[config.mk]
export PLATFORM = sky130hd
export DESIGN_NAME = pll_reset_sequencer
export DESIGN_NICKNAME = d
export VERILOG_FILES = /design/src/rtl/pocket_core_pkg.sv /design/src/rtl/sync_2ff.sv /design/src/rtl/pll_reset_sequencer.sv
export SDC_FILE = /design/constraint.sdc
export NUM_CORES = 1
export LEC_CHECK = 0
export CORE_MARGIN = 10
export CORE_UTILIZATION = 48
export CTS_CLUSTER_SIZE = 20
export DETAILED_ROUTE_END_ITERATION = 8
export PLACE_DENSITY_LB_ADDON = 0.25
export RECOVER_POWER = 50
export SETUP_SLACK_MARGIN = 0.1
export SKIP_LAST_GASP = 1
export SLEW_MARGIN = 30
export SYNTH_ARGS = -nofsm -noshare
export SYNTH_HDL_FRONTEND = slang
export SYNTH_HIERARCHICAL = 1
export SYNTH_SLANG_ARGS = --single-unit
[constraint.sdc]
create_clock -name clk_sys -period 1.65 [get_ports clk_sys]
set_input_delay 0.33 -clock clk_sys [delete_from_list [all_inputs] [get_ports clk_sys]]
set_output_delay 0.33 -clock clk_sys [all_outputs]
set_load 0.01 [all_outputs]
[src/rtl/pocket_core_pkg.sv]
// Shared definitions for the pocket core reset sequencer:
// FSM state encodings, default timing parameters and small helpers.
package pocket_core_pkg;

   // Sequencer FSM states; the encoding is visible on the state output.
   typedef enum logic [1:0] {
      ST_WAIT_LOCK = 2'd0,
      ST_STABLE    = 2'd1,
      ST_RELEASE   = 2'd2,
      ST_RUN       = 2'd3
   } seq_state_e;

   // Default timing: lock qualification, reset staging and pixel enable ratio.
   localparam int unsigned DEF_STABLE_CYCLES = 32'd4096;
   localparam int unsigned DEF_STAGE_CYCLES  = 32'd256;
   localparam int unsigned DEF_CE_DIV        = 32'd8;

   // Width of a counter that must reach max(a, b) - 1 without wrapping.
   function automatic int unsigned cnt_width(input int unsigned a, input int unsigned b);
      int unsigned m;
      m = (a > b) ? a : b;
      if (m <= 32'd2) begin
         return 32'd1;
      end else begin
         return $clog2(m);
      end
   endfunction

   // Saturating 8-bit increment, sticks at 255.
   function automatic logic [7:0] sat_inc8(input logic [7:0] v);
      if (v == 8'hFF) begin
         return 8'hFF;
      end else begin
         return v + 8'h01;
      end
   endfunction

endpackage

[src/rtl/sync_2ff.sv]
// Two-flop synchronizer for a single asynchronous level signal.
// Output lags the input by two clk edges; both stages clear on reset.
module sync_2ff (
   input  logic clk,
   input  logic rst_n,
   input  logic d,
   output logic q
);

   logic meta_q;
   logic meta_d;
   logic sync_q;
   logic sync_d;

   // Next values of the two capture stages.
   always_comb begin
      meta_d = d;
      sync_d = meta_q;
   end

   // Capture stages, cleared asynchronously.
   always_ff @(posedge clk or negedge rst_n) begin
      if (!rst_n) begin
         meta_q <= 1'b0;
         sync_q <= 1'b0;
      end else begin
         meta_q <= meta_d;
         sync_q <= sync_d;
      end
   end

   assign q = sync_q;

endmodule

[src/rtl/pll_reset_sequencer.sv]
// PLL reset sequencer: waits for a stable PLL lock, releases the core reset,
// then the CPU reset, and generates a 1-in-CE_DIV pixel clock enable while
// the core is out of reset. Lock loss or user_reset aborts to WAIT_LOCK.
// Optional macro PLL_RESET_LOSS_COUNT_EN adds an 8-bit saturating count of
// lock losses seen in RELEASE or RUN (output lock_loss_count).
module pll_reset_sequencer
   import pocket_core_pkg::*;
#(
   parameter int unsigned STABLE_CYCLES = DEF_STABLE_CYCLES,
   parameter int unsigned STAGE_CYCLES  = DEF_STAGE_CYCLES,
   parameter int unsigned CE_DIV        = DEF_CE_DIV          // must be >= 2
) (
   input  logic       clk_sys,
   input  logic       reset_n,
   input  logic       pll_locked,
   input  logic       user_reset,
   output logic       core_reset_n,
   output logic       cpu_reset_n,
   output logic       ce_pix,
   output logic       ready,
   output logic [1:0] state
`ifdef PLL_RESET_LOSS_COUNT_EN
   ,
   output logic [7:0] lock_loss_count
`endif
);

   localparam int unsigned CNT_W = cnt_width(STABLE_CYCLES, STAGE_CYCLES);
   localparam int unsigned DIV_W = $clog2(CE_DIV);

   localparam logic [CNT_W-1:0] CNT_ONE     = CNT_W'(32'd1);
   localparam logic [CNT_W-1:0] STABLE_LAST = CNT_W'(STABLE_CYCLES - 32'd1);
   localparam logic [CNT_W-1:0] STAGE_LAST  = CNT_W'(STAGE_CYCLES - 32'd1);
   localparam logic [DIV_W-1:0] DIV_ONE     = DIV_W'(32'd1);
   localparam logic [DIV_W-1:0] DIV_LAST    = DIV_W'(CE_DIV - 32'd1);

   logic             locked_s;
   logic             abort_s;

   seq_state_e       state_q;
   seq_state_e       state_d;
   logic [CNT_W-1:0] cnt_q;
   logic [CNT_W-1:0] cnt_d;
   logic [DIV_W-1:0] div_q;
   logic [DIV_W-1:0] div_d;
   logic             core_q;
   logic             core_d;
   logic             cpu_q;
   logic             cpu_d;
   logic             rdy_q;
   logic             rdy_d;
   logic             ce_q;
   logic             ce_d;

   // PLL lock crosses into clk_sys through its own synchronizer.
   sync_2ff u_lock_sync (
      .clk   (clk_sys),
      .rst_n (reset_n),
      .d     (pll_locked),
      .q     (locked_s)
   );

   // Lock loss and user request both force the sequence back to the start.
   assign abort_s = (~locked_s) | user_reset;

   // Next state and cycle counter; abort overrides every other transition.
   always_comb begin
      state_d = state_q;
      cnt_d   = cnt_q;
      if (abort_s) begin
         state_d = ST_WAIT_LOCK;
         cnt_d   = '0;
      end else begin
         case (state_q)
            ST_WAIT_LOCK: begin
               state_d = ST_STABLE;
               cnt_d   = '0;
            end
            ST_STABLE: begin
               if (cnt_q == STABLE_LAST) begin
                  state_d = ST_RELEASE;
                  cnt_d   = '0;
               end else begin
                  cnt_d = cnt_q + CNT_ONE;
               end
            end
            ST_RELEASE: begin
               if (cnt_q == STAGE_LAST) begin
                  state_d = ST_RUN;
                  cnt_d   = '0;
               end else begin
                  cnt_d = cnt_q + CNT_ONE;
               end
            end
            ST_RUN: begin
               cnt_d = '0;
            end
            default: begin
               state_d = ST_WAIT_LOCK;
               cnt_d   = '0;
            end
         endcase
      end
   end

   // Reset outputs follow the state being entered, so they drop on the abort edge.
   always_comb begin
      core_d = (state_d == ST_RELEASE) || (state_d == ST_RUN);
      cpu_d  = (state_d == ST_RUN);
      rdy_d  = (state_d == ST_RUN);
   end

   // Pixel divider runs only while the core stays out of reset; it starts
   // from 0 on the release edge so the first pulse lands CE_DIV cycles later.
   always_comb begin
      div_d = '0;
      ce_d  = 1'b0;
      if (core_d && core_q) begin
         if (div_q == DIV_LAST) begin
            div_d = '0;
            ce_d  = 1'b1;
         end else begin
            div_d = div_q + DIV_ONE;
            ce_d  = 1'b0;
         end
      end else begin
         div_d = '0;
         ce_d  = 1'b0;
      end
   end

   // State, counter, divider and registered outputs.
   always_ff @(posedge clk_sys or negedge reset_n) begin
      if (!reset_n) begin
         state_q <= ST_WAIT_LOCK;
         cnt_q   <= '0;
         div_q   <= '0;
         core_q  <= 1'b0;
         cpu_q   <= 1'b0;
         rdy_q   <= 1'b0;
         ce_q    <= 1'b0;
      end else begin
         state_q <= state_d;
         cnt_q   <= cnt_d;
         div_q   <= div_d;
         core_q  <= core_d;
         cpu_q   <= cpu_d;
         rdy_q   <= rdy_d;
         ce_q    <= ce_d;
      end
   end

   assign core_reset_n = core_q;
   assign cpu_reset_n  = cpu_q;
   assign ready        = rdy_q;
   assign ce_pix       = ce_q;
   assign state        = state_q;

`ifdef PLL_RESET_LOSS_COUNT_EN
   logic       loss_s;
   logic [7:0] loss_q;
   logic [7:0] loss_d;

   // Only a real lock loss after the core was released counts; user aborts do not.
   always_comb begin
      loss_s = (~locked_s) && ((state_q == ST_RELEASE) || (state_q == ST_RUN));
      if (loss_s) begin
         loss_d = sat_inc8(loss_q);
      end else begin
         loss_d = loss_q;
      end
   end

   // Lock loss counter register.
   always_ff @(posedge clk_sys or negedge reset_n) begin
      if (!reset_n) begin
         loss_q <= 8'd0;
      end else begin
         loss_q <= loss_d;
      end
   end

   assign lock_loss_count = loss_q;
`endif

endmodule

==> metrics.txt, run 1 <==
Final WS setup ~0.14 ns; final critical-path required period ~1.5 ns; die area 4450 um^2; CTS tree done; GRT Total Usage 0.0830; Syn Std Cell Area 1050 um^2; CTS root buf clkbuf_4; Area Overhead vs Synth 22.7%; RSZ-0062 raised after global routing yes; overall power 0.885 mW; post-DP HPWL roughly 1300 um; CP arrival 1.71 ns; syn_nets 103; Worst Skew 0.00565 ns; TritonCTS buffer count 3; vias post-DR 725; Fin Hold WS 0.374 ns; IO Pins 10; number of diodes 0; initial antenna violation count 0; Setup TNS 0 ns; Slew @ Worst Pin 0.526 ns; Syn Inst Count 96; I/O Buffers 9; starting DRC count in detailed routing 24; DRT Pass-1 Iters 2; vias in the first global route 690; DR DRC count 0; worst endpoint required time 1.85 ns; Sequential Power Share 0.617; gp weighted congestion 0.827; Initial Utilization 0.518; status complete, no violations; number of H-tree levels 1; DIE HEIGHT 66.7 um; Die Span X 66.7 um; post-synth top area share 0.526; post-synth top area cell dfrtp_1; NetSw 0.187 mW; worst min path class flop to flop; share of cells above drive strength 1 0.224; largest net degree at the start of global routing 23; final worst path period share 0.918; Final nets 124; global-route wire length before repair around 3000 um; Final Hold Vio Count 0; Synth warnings 6; Skew-Pair Late Insertion Delay 0.30 ns; Switching Fraction 0.211; Max IR drop VDD 0.000667 V; WL per Instance 12.8 um; Highest Clock Rate 0.660 GHz; Worst setup EP type flop; Power per Cell Area 688 nW/um^2; Worst-path clk slew 0.12 ns; cell area after layout 1280 um^2; ANT nets after route 0; Mean Syn Cell Area 10.9 um^2; GRT Residual Overflow 0; sequential cell area fraction in the yosys report 0.526; # rows 16; Comb pwr share 0.050; Area contributors post-synth dfrtp_1 53%, nor2_1 5.0%, xnor2_1 4.2%; Total Wirelength 1830 um; WS Path Type flop to flop; Internal Power between 0.6 and 0.7 mW; count of cell types in the netlist 30; CP Max Fanout 7; clk buf depth 2; cells on worst reg2reg path 4; Via density 5.07; Synth Register Bits 22; clock sink count 22; Max Cap Violations 0; Place WS roughly 0.15 ns; Final setup viols 0; LEAKAGE 0.628 nW; clock group share of total power 0.333; Hold Path Stages 0; Final Max Slew Viols 0; CP Launch Type flop; placed cell area 1180 um^2; CORE AREA 2020 um^2; relative slew slack 0.650
[registers in the layout (all words and copies together) (netlist names)]
register	count
u_lock_sync/meta_q	1
state	2
ready	1
div_q	3
cnt_q	12
u_lock_sync/q	1
ce_pix	1
core_reset_n	1
[worst paths after layout]
kind / start / end / slack, ns
setup / recovery: cnt_q[8] / cnt_q[8] / 0.14
hold / removal: u_lock_sync/meta_q / u_lock_sync/q / 0.37
setup reg to reg: cnt_q[8] / cnt_q[8] / 0.14
hold reg to reg: u_lock_sync/meta_q / u_lock_sync/q / 0.37
max in group asynchronous: reset_n / state[1] / 0.76
min in group asynchronous: reset_n / ready / 0.51
[power groups by stage]
stage	combinational [mW]	clock (mW)	sequential [mW]
after floorplan	0.0151	0	0.558
after global placement	0.0412	0	0.558
after detailed placement	0.0414	0	0.559
after CTS	0.0458	0.300	0.546
after global routing	0.0497	0.325	0.547
final	0.0444	0.294	0.546
[synth_stat cells, drive strengths merged]
cell    number
xnor2        5
nor3         1
nor2        15
o21a         1
inv          3
o21ai        2
nand3        5
a211oi       1
dfrtp       22
a21oi        3
and3         4
mux2i        1
nand2b       1
buf          3
and4         2
xor2         5
and2b        1
a41oi        1
nor4         4
nand2        7
nand4        3
or4          1
nor2b        2
ha           3
[what timing repair did]
item                                    4_1_cts  5_1_grt
hold buffers                                  0        0
resized for setup                             3        9
cloned                                        0        0
endpoints found under the setup margin        3       19
setup buffers                                 3        2
[logic make-up (layout without fill, tap and decap cells)]
kind of cell,after synthesis,count (layout),share of synthesized area
buffers and inverters,6,26,0.0358
adders and majority gates,3,3,0.0358
muxes,1,1,0.00956
AOI/OAI and AO/OA,8,8,0.0681
DFF,22,22,0.526
and+or+nand+nor,46,46,0.241
xor gates and xnor gates,10,10,0.0836
[stage by stage]
| stage | cells | util |
|---|---|---|
| floorplan | 96 | - |
| CTS | 141 | 0.614 |
| global placement | 134 | 0.585 |
| global route | 143 | 0.636 |
| finish | 143 | 0.636 |
| detailed placement | 134 | 0.585 |
[placed cells by master (no fill, tap or decap), types with 2 or more instances in the layout]
master,Yosys,layout
nor4_1,3,2
dfrtp_2,0,2
dfrtp_1,22,20
ha_1,3,3
and3_1,4,3
clkbuf_4,0,3
buf_4,2,9
nand2_1,6,6
a21oi_1,3,3
nand3_1,5,5
xor2_1,5,5
nor2_1,14,14
dlymetal6s2s_1,0,4
nor2b_1,2,2
inv_1,3,3
nand4_1,3,3
dlygate4sd3_1,0,2
xnor2_1,5,5
[layer usage]
layer  vias to the layer above  wire length [um]  share of wire  track usage
li1                        372                 -              -            -
met1                       346               891           0.49        0.100
met2                         7               863           0.47        0.139
met3                         0                76          0.042       0.0284
met4                         0                 0              0       0.0157
met5                         -                 0              0            0
[final cells by class]
type,count,area [um^2]
Multi-Input combinational cell,68,479
Timing Repair Buffer,19,171
Sequential cell,22,553
Fill cell,166,737
Clock buffer,4,36.3
Tap cell,27,33.8
Inverter,3,11.3
[worst max-delay path, cell delays in order (launching register included)]
cell and delay [ns]:
dfrtp_1 0.49, or4_1 0.55, a21oi_1 0.14, nor3_1 0.06
o21a_1 0.18
No activity file was read; power rests on OpenSTA's default activity.
==> run 2: changes to the inputs <==
--- a/config.mk
+++ b/config.mk
@@ -11,6 +11,7 @@
 export DETAILED_ROUTE_END_ITERATION = 8
 export PLACE_DENSITY_LB_ADDON = 0.25
 export RECOVER_POWER = 50
+export REMOVE_ABC_BUFFERS = 1
 export SETUP_SLACK_MARGIN = 0.1
 export SKIP_LAST_GASP = 1
 export SLEW_MARGIN = 30
==> run 2 against run 1 <==
  * Design area decreased by 2.9%
  * Clock power about the same
  * Hold slack got worse by 0.013 ns
  * Critical path type unchanged
  * Largest power group unchanged
==> metrics.txt, run 2 (synthesis gave the netlist of run 1 again) <==
Reg2Reg Launch Point cnt_q[8]; Top reg by flops cnt_q; initial antenna violation count 0; WS Path Type flop to flop; Cell Chain, Critical Path or4_1, a21oi_1, nor3_1, o21a_1; CP arrival 1.69 ns; CORE AREA 2020 um^2; Highest Clock Rate 0.679 GHz; Place WS 0.158 ns; worst path bufs/invs 0; commonest non-fill, non-tap cell in the layout dfrtp_1; Internal Power ~0.70 mW; Final Hold Vio Count 0; final core utilization 0.617; vias in the first global route 678; LEAKAGE between 0.5 and 0.6 nW; Worst-path clk slew 0.12 ns; slowest stage delay, CP roughly 0.54 ns; DRT Pass-1 Iters 4; RSZ-0062 raised after global routing no; die area 4450 um^2; worst endpoint required time 1.86 ns; Final setup viols 0; starting DRC count in detailed routing 21; Worst Skew 0.00226 ns; CP max stage cell or4_1; Setup TNS 0 ns; clock group share of total power 0.332; gp weighted congestion 0.803; CP Max Fanout 7; TritonCTS buffer count 3; # rows 16; Sequential Power Share 0.618; Switching Fraction 0.210; final critical-path required period between 1 and 1.5 ns; hold path startpoint u_lock_sync/meta_q; Worst setup EP type flop; DIE HEIGHT 66.7 um; CTS root buf clkbuf_4; worst min path class flop to flop; final worst path period share 0.893; clk buf depth 2; IO Pins 10; Max Cap Violations 0; crit path launch cnt_q[8]; ANT nets after route 0; post-DP HPWL 1320 um; vias post-DR 744; Max IR drop VDD 0.000565 V; Initial Utilization 0.518; max reg flops 12; CTS tree done; number of diodes 0; most frequent cells in the layout 20 x dfrtp_1, 14 x nor2_1, 7 x buf_4, 6 x nand2_1; Final nets 122; relative slew slack 0.647; I/O Buffers 9; global-route wire length before repair 3170 um; number of H-tree levels 1; clock sink count 22; NetSw 0.186 mW; Slew @ Worst Pin 0.530 ns; Comb pwr share 0.050; CP Launch Type flop; GRT Total Usage 0.0921; DR DRC count 0; Final WS setup 0.176 ns; Power per Cell Area 708 nW/um^2; GRT Residual Overflow 0; Crit path max-delay family simple AND/OR/NAND/NOR gates; Skew-Pair Late Insertion Delay between 0.3 and 0.4 ns; Via density roughly 5.3; WL per Instance 13.3 um; share of cells above drive strength 1 0.211; Total Wirelength 1870 um; status complete, no violations; Die Span X 66.7 um; largest net degree at the start of global routing 23; Area Overhead vs Synth 19.1%; Final Max Slew Viols 0
[run 2: what timing repair did]
item	CTS	global route
setup endpoints to repair	5	17
hold buffers	0	0
pin swaps	0	1
gates resized for setup	6	5
setup buffers	2	2
[run 2: through the flow]
stage | total power [mW] | area [um^2] | hold WS [ns] | instances
after floorplan | 0.572 | 1020 | 0.0344 | 93
after global placement | 0.599 | 1170 | 0.334 | 133
after detailed placement | 0.600 | 1170 | 0.336 | 133
after CTS | 0.897 | 1220 | 0.355 | 139
after global routing | 0.942 | 1250 | 0.385 | 141
final | 0.883 | 1250 | 0.361 | 141
[run 2: power groups by stage]
| stage | Combinational (mW) | Clock [mW] | Sequential [mW] |
|---|---|---|---|
| after global routing | 0.0495 | 0.346 | 0.547 |
| after global placement | 0.0410 | 0 | 0.558 |
| after floorplan | 0.0138 | 0 | 0.558 |
| after detailed placement | 0.0415 | 0 | 0.559 |
| final | 0.0443 | 0.293 | 0.546 |
| after CTS | 0.0450 | 0.306 | 0.546 |
[run 2: layout make-up]
cell class | instances | area (um^2)
repair buffers | 17 | 145
inverters | 3 | 11.3
clock buffers | 4 | 36.3
flip-flops and latches | 22 | 553
fillers | 159 | 774
well taps | 27 | 33.8
multi-input cells | 68 | 468
[run 2: layer usage]
layer | vias up | global-route usage | part of all wire
li1 | 367 | - | -
met1 | 356 | 0.115 | 0.47
met2 | 15 | 0.136 | 0.46
met3 | 6 | 0.0268 | 0.053
met4 | 0 | 0.0550 | 0.022
met5 | - | 0 | 0
[run 2: path summary, 6_finish.rpt]
kind                                 end  slack [ns]  cells past startpoint
setup / recovery                cnt_q[8]        0.18                      4
hold / removal             u_lock_sync/q        0.36                      0
setup reg to reg                cnt_q[8]        0.18                      4
hold reg to reg            u_lock_sync/q        0.36                      0
max in group asynchronous       state[1]        0.76                      2
min in group asynchronous      cnt_q[10]        0.52                      2
==> run 3: changes to the inputs <==
--- a/config.mk
+++ b/config.mk
@@ -5,6 +5,7 @@
 export SDC_FILE = /design/constraint.sdc
 export NUM_CORES = 1
 export LEC_CHECK = 0
+export CORE_ASPECT_RATIO = 0.75
 export CORE_MARGIN = 10
 export CORE_UTILIZATION = 48
 export CTS_CLUSTER_SIZE = 20
==> run 3 against run 2 <==
  * Design area up 3.3%
  * Clock power up 38%
  * Routed wire length up 1.6%
  * Clock skew up 0.0024 ns
  * Fmax up 0.18%
  * Clock-buffer cell count down 1
  * First-iteration DRC count rose to 2.8 times the previous value
  * Hold slack better by 0.0043 ns
  * Register-to-register slack about the same
  * Global-route usage down 0.46 points
  * Largest cell class unchanged
==> metrics.txt, run 3 (synthesis gave the netlist of run 1 again) <==
number of diodes 0; Slew @ Worst Pin 0.310 ns; vias in the first global route 706; DIE HEIGHT 60.5 um; TritonCTS buffer count 3; post-DP HPWL between 1000 and 1500 um; Final Max Slew Viols 0; WL per Instance 13.6 um; Max Cap Violations 0; Layout Cells excl Fill 140; # rows 14; gp weighted congestion 0.746; CP Max Fanout 6; CP Launch Type flop; Via density about 5.3; GRT Residual Overflow 0; Highest Clock Rate a little under 0.7 GHz; Total Wirelength roughly 1900 um; CP max stage cell or4_1; CTS root buf clkbuf_4; max reg flops 12; worst endpoint required time 1.86 ns; CTS tree done; clk buf depth 2; Final nets 124; Worst-path clk slew 0.12 ns; CP arrival 1.68 ns; final worst path period share 0.892; LEAKAGE 0.591 nW; Worst Skew 0.00465 ns; IO Pins 10; Crit path max-delay family simple AND/OR/NAND/NOR gates; slowest stage delay, CP 0.53 ns; Cell Chain, Critical Path or4_1, a21oi_1, nor3_1, o21a_1; starting DRC count in detailed routing 58; global-route wire length before repair 3060 um; # hold bufs at CTS 0; ANT nets after route 0; worst min path class flop to flop; most frequent cells in the layout 20 x dfrtp_1, 14 x nor2_1, 9 x buf_4, 6 x nand2_1; WS Path Type flop to flop; Worst setup EP type flop; relative slew slack 0.792; Final setup viols 0; initial antenna violation count 0; final critical-path required period 1.47 ns; Power per Cell Area 772 nW/um^2; Top reg by flops cnt_q; Setup TNS 0 ns; die area approximately 4500 um^2; worst path bufs/invs 0; Placed Cells 132; Final Hold Vio Count 0; RSZ-0062 raised after global routing no; Skew-Pair Late Insertion Delay 0.30 ns; Die Span X ~74 um; GRT Total Usage 0.0875; Area Overhead vs Synth 23.1%; Initial Utilization 0.515; vias post-DR 739; CORE AREA 2030 um^2; I/O Buffers 9; commonest non-fill, non-tap cell in the layout dfrtp_1; DR DRC count 0; largest net degree at the start of global routing 23; share of cells above drive strength 1 0.216; Max IR drop VDD between 0.001 and 0.0015 V; DRT Pass-1 Iters 4; clock sink count 22; status complete, no violations; number of H-tree levels 1
run 3: changes by cell type in the layout (fill, tap and decap cells not counted):
| cell | change |
|---|---|
| and4_1 | +1 |
| and4_2 | -1 |
| buf_12 | +1 |
| buf_4 | +2 |
| bufinv_16 | +1 |
| clkbuf_2 | -1 |
| clkbuf_8 | -1 |
run 3: cell type report:
type                       instances  area (um^2)
fill                             168          743
clock inverter                     1         30.0
multi-input combinational         68          467
clock buffer                       3         22.5
inverter                           3         11.3
sequential                        22          553
tap                               24         30.0
timing repair buffer              19          175
run 3: worst paths after layout:
| path | slack [ns] | depth (start not counted) | end | start |
|---|---|---|---|---|
| max | 0.18 | 4 | cnt_q[8] | cnt_q[9] |
| min | 0.37 | 0 | u_lock_sync/q | u_lock_sync/meta_q |
| max reg2reg | 0.18 | 4 | cnt_q[8] | cnt_q[9] |
| min reg2reg | 0.37 | 0 | u_lock_sync/q | u_lock_sync/meta_q |
| max in group asynchronous | 1.00 | 2 | state[1] | reset_n |
| min in group asynchronous | 0.42 | 2 | cnt_q[4] | reset_n |
run 3: worst reg2reg max path, cell delays in order, from the launching register on:
cell and delay [ns]:
dfrtp_1 0.49, or4_1 0.53, a21oi_1 0.14, nor3_1 0.06, o21a_1 0.16
run 3: metrics by stage:
stage                     power [mW]  worst slack [ns]  hold slack, ns  utilization  area [um^2]
after global placement         0.602             0.158           0.334        0.590         1200
final                          0.995             0.179           0.366        0.634         1290
after global routing            1.04             0.108           0.371        0.634         1290
after detailed placement       0.603             0.121           0.340        0.590         1200
after CTS                       1.01            0.0905           0.349        0.622         1260
after floorplan                0.572             0.159          0.0344            -         1020
run 3: report_power, final:
part           leakage (nW)  switching [mW]  internal [mW]
Combinational         0.265          0.0252         0.0212
Sequential            0.299         0.00216          0.544
Clock                0.0279           0.158          0.245
run 3: what timing repair did:
action / in CTS / in global routing
endpoints found under the setup margin: 5 / 16
buffers inserted: 2 / 2
pin swaps: 0 / 1
gates resized for setup: 6 / 4
run 3: metal layers:
metal  routed length, um  GRT usage  vias up
met5                   0          0        -
met4                  11     0.0159        0
met3                 106     0.0424        2
met2                 833      0.133       14
met1                 950      0.111      353
li1                    -          -      370
